==> src/rtl/id_ex_stage.sv <==
`default_nettype none
// +--------------------------------------------------------------------------+
// | id_ex_stage : ID/EX pipeline register with load-use hazard detection.    |
// | Optional macro LOAD_USE_DETECT_EN enables automatic load-use bubbles.    |
// | Revision    : 1.0                                                        |
// +--------------------------------------------------------------------------+
module id_ex_stage #(
   parameter int XLEN = 32
) (
   input  logic            clk,
   input  logic            rst,
   input  logic [4:0]      rs1D,
   input  logic [4:0]      rs2D,
   input  logic [4:0]      rdD,
   input  logic [XLEN-1:0] rd1D,
   input  logic [XLEN-1:0] rd2D,
   input  logic [XLEN-1:0] immD,
   input  logic [XLEN-1:0] pcD,
   input  logic [XLEN-1:0] pc4D,
   input  logic            validD,
   input  logic            RegWriteD,
   input  logic            MemWriteD,
   input  logic            ALUSrcD,
   input  logic            BranchD,
   input  logic            JumpD,
   input  logic [1:0]      ResultSrcD,
   input  logic [3:0]      ALUControlD,
   input  logic            flushE,
   input  logic            stallE,
   output logic [4:0]      rs1E,
   output logic [4:0]      rs2E,
   output logic [4:0]      rdE,
   output logic [XLEN-1:0] rd1E,
   output logic [XLEN-1:0] rd2E,
   output logic [XLEN-1:0] immE,
   output logic [XLEN-1:0] pcE,
   output logic [XLEN-1:0] pc4E,
   output logic            validE,
   output logic            RegWriteE,
   output logic            MemWriteE,
   output logic            ALUSrcE,
   output logic            BranchE,
   output logic            JumpE,
   output logic [1:0]      ResultSrcE,
   output logic [3:0]      ALUControlE,
   output logic            stallF,
   output logic            stallD
);

   localparam logic [1:0] RESULT_LOAD = 2'b01;

   typedef struct packed {
      logic [4:0]      rs1;
      logic [4:0]      rs2;
      logic [4:0]      rd;
      logic [XLEN-1:0] rd1;
      logic [XLEN-1:0] rd2;
      logic [XLEN-1:0] imm;
      logic [XLEN-1:0] pc;
      logic [XLEN-1:0] pc4;
      logic            valid;
      logic            reg_write;
      logic            mem_write;
      logic            alu_src;
      logic            branch;
      logic            jump;
      logic [1:0]      result_src;
      logic [3:0]      alu_control;
   } ex_t;

   ex_t  ex_q;
   ex_t  ex_d;
   ex_t  dec;
   logic lu_hazard;

   // Side-effecting controls are squashed for an empty Decode slot.
   always_comb begin
      dec.rs1         = rs1D;
      dec.rs2         = rs2D;
      dec.rd          = rdD;
      dec.rd1         = rd1D;
      dec.rd2         = rd2D;
      dec.imm         = immD;
      dec.pc          = pcD;
      dec.pc4         = pc4D;
      dec.valid       = validD;
      dec.reg_write   = RegWriteD & validD;
      dec.mem_write   = MemWriteD & validD;
      dec.alu_src     = ALUSrcD;
      dec.branch      = BranchD & validD;
      dec.jump        = JumpD & validD;
      dec.result_src  = ResultSrcD;
      dec.alu_control = ALUControlD;
   end

`ifdef LOAD_USE_DETECT_EN
   assign lu_hazard = ex_q.valid && (ex_q.result_src == RESULT_LOAD) && (ex_q.rd != 5'd0)
                      && validD && ((ex_q.rd == rs1D) || (ex_q.rd == rs2D));
`else
   assign lu_hazard = 1'b0;
`endif

   assign stallF = (stallE | lu_hazard) & ~flushE;
   assign stallD = stallF;

   always_comb begin
      ex_d = ex_q;
      if (flushE) begin
         ex_d = '0;
      end else if (stallE) begin
         ex_d = ex_q;
      end else if (lu_hazard) begin
         ex_d = '0;
      end else begin
         ex_d = dec;
      end
   end

   always_ff @(posedge clk or posedge rst) begin
      if (rst) begin
         ex_q <= '0;
      end else begin
         ex_q <= ex_d;
      end
   end

   assign rs1E        = ex_q.rs1;
   assign rs2E        = ex_q.rs2;
   assign rdE         = ex_q.rd;
   assign rd1E        = ex_q.rd1;
   assign rd2E        = ex_q.rd2;
   assign immE        = ex_q.imm;
   assign pcE         = ex_q.pc;
   assign pc4E        = ex_q.pc4;
   assign validE      = ex_q.valid;
   assign RegWriteE   = ex_q.reg_write;
   assign MemWriteE   = ex_q.mem_write;
   assign ALUSrcE     = ex_q.alu_src;
   assign BranchE     = ex_q.branch;
   assign JumpE       = ex_q.jump;
   assign ResultSrcE  = ex_q.result_src;
   assign ALUControlE = ex_q.alu_control;

endmodule
`default_nettype wire

==> config.mk <==
export PLATFORM = sky130hd
export DESIGN_NAME = id_ex_stage
export DESIGN_NICKNAME = d
export VERILOG_FILES = /design/src/rtl/id_ex_stage.sv
export SDC_FILE = /design/constraint.sdc
export NUM_CORES = 1
export LEC_CHECK = 0
export CAP_MARGIN = 10
export CORE_MARGIN = 3
export CORE_UTILIZATION = 37
export CTS_CLUSTER_DIAMETER = 200
export DETAILED_ROUTE_END_ITERATION = 8
export GPL_ROUTABILITY_DRIVEN = 0
export GPL_TIMING_DRIVEN = 0
export PLACE_DENSITY = 0.75
export SYNTH_ARGS = -nofsm -noshare
export SYNTH_HDL_FRONTEND = slang
export SYNTH_SLANG_ARGS = --single-unit
==> constraint.sdc <==
create_clock -name clk -period 6.1 [get_ports clk]
set_input_delay 0.915 -clock clk [delete_from_list [all_inputs] [get_ports clk]]
set_output_delay 0.915 -clock clk [all_outputs]
set_load 0.01 [all_outputs]
==> metrics.txt <==
# TYPE chip_impl_metric gauge
chip_impl_info{name="outcome",value="finished clean"} 1
chip_impl_metric{name="clkLatencyLatePin",unit="ns"} 0.42
chip_impl_metric{name="synth-compound-area-share",unit=""} 0.00260
chip_impl_metric{name="placement.io_buffers",unit=""} 377
chip_impl_metric{name="floorplan.core_area",unit="sq um"} 20400
chip_impl_metric{name="drv_slew",unit=""} 0
chip_impl_info{name="crit_path_end_kind",value="primary output"} 1
chip_impl_metric{name="fin_crit_sh",unit=""} 0.534
chip_impl_info{name="most-common-layout-cells",value="sky130_fd_sc_hd__clkdlybuf4s50_1 (377), sky130_fd_sc_hd__dfrtp_1 (187), sky130_fd_sc_hd__mux2i_1 (183), sky130_fd_sc_hd__nor2_1 (183), sky130_fd_sc_hd__buf_8 (18)"} 1
chip_impl_metric{name="placement.cell_area",unit="sq um"} 11800
chip_impl_metric{name="crit_path_max_fanout",unit=""} 10
chip_impl_metric{name="postCtsSetupRepairBufs",unit=""} 0
chip_impl_metric{name="ys_seq_area_frac",unit=""} 0.608
chip_impl_metric{name="drv.max_cap_violation_count",unit=""} 0
chip_impl_metric{name="clock-skew-final",unit="ns"} 0
chip_impl_metric{name="filler_cell_count",unit=""} 1669
chip_impl_metric{name="setup_slack_of_the_worst_register_to_register_path",unit="ns"} 5.36
chip_impl_metric{name="post_detail_place_hpwl",unit="um"} 17700
chip_impl_metric{name="reg2regPathDepth",unit=""} 2
chip_impl_metric{name="fp.dieW",unit="um"} 150
chip_impl_metric{name="post-place-ws",unit="ns"} 2.85
chip_impl_metric{name="synth_adder_area_share",unit=""} 0
chip_impl_metric{name="vdd.ir_drop.worst",unit="mV"} 0.175
chip_impl_metric{name="post_route_cells_drive_above_1_share",unit=""} 0.0686
chip_impl_metric{name="synth_simple_gate_area_share",unit=""} 0.0960
chip_impl_metric{name="clk_pin_slew_worst_paths",unit="ns"} 0.07
chip_impl_metric{name="parity_gate_share_of_the_synthesized_area_counting_xor_and_xnor_cells",unit=""} 0
chip_impl_metric{name="routed_via_density",unit=""} 4.65
chip_impl_metric{name="clock_sink_count",unit=""} 187
chip_impl_metric{name="starting_density",unit=""} 0.378
chip_impl_metric{name="gr-usage-all-layers",unit=""} 0.203
chip_impl_metric{name="finish.net_count",unit=""} 1199
chip_impl_metric{name="cts_buffer_depth",unit=""} 2
chip_impl_metric{name="synth.yosys.warnings",unit=""} 0
chip_impl_metric{name="synth_cell_type_count",unit=""} 14
chip_impl_metric{name="insertedDiodeCount",unit=""} 0
chip_impl_metric{name="grt_pass1_wl",unit="um"} 35100
chip_impl_info{name="tritoncts",value="done"} 1
chip_impl_metric{name="synth_mux_area_frac",unit=""} 0.238
chip_impl_info{name="worstHoldPathType",value="flop to flop"} 1
chip_impl_metric{name="timing.critical_path.arrival",unit="ns"} 2.35
chip_impl_info{name="cts_root_buf",value="sky130_fd_sc_hd__clkbuf_16"} 1
chip_impl_metric{name="dieArea",unit="sq um"} 22600
chip_impl_metric{name="drt_pass1_iterations",unit=""} 6
chip_impl_metric{name="finalWirelength",unit="um"} 23400
chip_impl_metric{name="timing_worst_slew_pin_value",unit="ns"} 0.738
chip_impl_metric{name="die_height",unit="um"} 150
chip_impl_metric{name="timing.fmax",unit="MHz"} 307
chip_impl_metric{name="holdBufCountCts",unit=""} 0
chip_impl_metric{name="power-per-cell-area",unit="nW/um^2"} 238
chip_impl_metric{name="slew_headroom",unit=""} 0.508
chip_impl_metric{name="finalWorstPathRequiredPeriod",unit="ns"} 3.26
chip_impl_metric{name="remaining_drc_errors",unit=""} 0
chip_impl_metric{name="first_global_vias",unit=""} 6184
chip_impl_info{name="rsz0062_at_grt",value="false"} 1
chip_impl_metric{name="worst_hold_slack",unit="ns"} 0.522
chip_impl_metric{name="report.final.hold_viol_count",unit=""} 0
chip_impl_metric{name="stdcell_area",unit="sq um"} 12400
chip_impl_info{name="layout_commonest_cell",value="sky130_fd_sc_hd__clkdlybuf4s50_1"} 1
chip_impl_metric{name="placement_rows",unit=""} 52
chip_impl_metric{name="synth_nets",unit=""} 802
chip_impl_metric{name="synth_area_per_cell",unit="sq um"} 12.6
chip_impl_info{name="largest_family_of_logic_cells_by_synthesized_area",value="multiplexers"} 1
chip_impl_metric{name="cts_resized",unit=""} 0
chip_impl_metric{name="initial_antenna_violation_count",unit=""} 0
chip_impl_info{name="reg2reg_from",value="pc4E[4]$_DFFE_PP0P_"} 1
chip_impl_metric{name="syn_area",unit="sq um"} 7690
chip_impl_info{name="endpoint",value="stallF"} 1
chip_impl_metric{name="final_ws_setup",unit="ns"} 2.84
chip_impl_metric{name="via_count_of_the_routed_design",unit=""} 6000
chip_impl_metric{name="worstPathRequired",unit="ns"} 5.18
chip_impl_info{name="r2r-end",value="pc4E[4]$_DFFE_PP0P_"} 1
chip_impl_metric{name="design.portCount",unit=""} 380
chip_impl_info{name="timing_worst_setup_path_type",value="primary input to primary output"} 1
chip_impl_metric{name="syn_inst",unit=""} 611
chip_impl_metric{name="wire_per_inst",unit="um"} 18.1
chip_impl_metric{name="gr-total-overflow",unit=""} 0
chip_impl_metric{name="detailedRoute.firstIterationViolations",unit=""} 148
chip_impl_metric{name="seq_cells_post_synth",unit=""} 187
chip_impl_metric{name="antenna_violating_nets_post_route",unit=""} 0
chip_impl_info{name="critPathLaunchType",value="primary input"} 1
chip_impl_metric{name="tritoncts.num_buffers",unit=""} 17
chip_impl_info{name="timing.critical_path.from",value="stallE"} 1
chip_impl_metric{name="area.growth.synth_to_final",unit="%"} 61.2
chip_impl_metric{name="clock_tree.htree_level_count",unit=""} 4
chip_impl_metric{name="p_leak",unit="uW"} 0.00585
chip_impl_metric{name="setup_violations",unit=""} 0
chip_impl_metric{name="grt_max_degree",unit=""} 103
chip_impl_metric{name="postLayoutCoreUtil",unit=""} 0.609
[flip-flops by register name, indices dropped and copies added (netlist names), 2 cells and up]
register     count
ALUControlE      4
ResultSrcE       2
immE            32
pc4E            32
pcE             32
rd1E            32
rd2E            32
rdE              5
rs1E             5
rs2E             5
[cell type report]
cell class,count,area (sq um),share of cell area
Sequential cell,187,4680,0.377
Multi-Input combinational cell,379,2590,0.209
Inverter,1,11.3,0.000908
Buffer,44,420,0.0339
Tap cell,270,338,0.0272
Clock buffer,18,439,0.0354
Clock inverter,13,125,0.0101
Timing Repair Buffer,378,3800,0.306
[worst max-delay path, stage by stage]
cell and delay, ns:
sky130_fd_sc_hd__buf_4 0.11, sky130_fd_sc_hd__buf_8 0.17, sky130_fd_sc_hd__buf_6 0.19, sky130_fd_sc_hd__nor2b_1 0.19, sky130_fd_sc_hd__buf_4 0.13, sky130_fd_sc_hd__clkdlybuf4s50_1 0.63
[worst min path at each step]
stage	slack [ns]	cells after the start	end	start
6_report	0.52	2	rd2E[23]$_DFFE_PP0P_	rd2E[23]$_DFFE_PP0P_
5_1_grt	0.54	2	immE[3]$_DFFE_PP0P_	immE[3]$_DFFE_PP0P_
4_1_cts	0.53	2	immE[25]$_DFFE_PP0P_	immE[25]$_DFFE_PP0P_
3_5_place_dp	0.51	2	rd1E[19]$_DFFE_PP0P_	rd1E[19]$_DFFE_PP0P_
3_3_place_gp	0.50	2	immE[7]$_DFFE_PP0P_	immE[7]$_DFFE_PP0P_
2_1_floorplan	0.56	2	MemWriteE$_DFFE_PP0P_	MemWriteE$_DFFE_PP0P_
[cell usage after synthesis, drive strengths merged]
| cell | number | share of area |
|---|---|---|
| a21oi | 4 | 0.0026 |
| buf | 37 | 0.051 |
| clkbuf | 7 | 0.0034 |
| dfrtp | 187 | 0.61 |
| inv | 1 | 0.00049 |
| mux2i | 183 | 0.24 |
| nand2 | 4 | 0.0020 |
| nand3b | 4 | 0.0039 |
| nor2 | 183 | 0.089 |
| nor2b | 1 | 0.00081 |
[routing by layer]
layer,global-route usage,up-vias,share of wire
met5,0,-,0
met4,0.0750,0,0.029
met3,0.0840,35,0.10
met2,0.338,274,0.48
met1,0.236,2875,0.39
li1,-,2816,-
[cells by family (layout without fill, tap and decap cells)]
group	after synthesis	count (layout)
AO/OA/AOI/OAI	4	4
flip-flops	187	187
AND/OR/NAND/NOR	192	192
buffers and inverters	45	454
multiplexers	183	183
[report_power, final]
| part | leakage, uW | internal, uW | switching (uW) | total (uW) |
|---|---|---|---|---|
| registers | 0.00248 | 1310 | 37.3 | 1350 |
| clock network | 0.000281 | 551 | 524 | 1070 |
| logic | 0.00309 | 316 | 217 | 533 |
| total | 0.00585 | 2170 | 778 | 2950 |
[stage by stage]
stage / total power [uW] / std cells / TNS [ns]
6_report: 2950 / 1290 / 0
4_1_cts: 2990 / 1290 / 0
3_3_place_gp: 1900 / 1258 / -490.19
5_1_grt: 3090 / 1290 / 0
3_5_place_dp: 1910 / 1259 / 0
2_1_floorplan: 1590 / 611 / 0
Power figures use the tool's default switching activity.
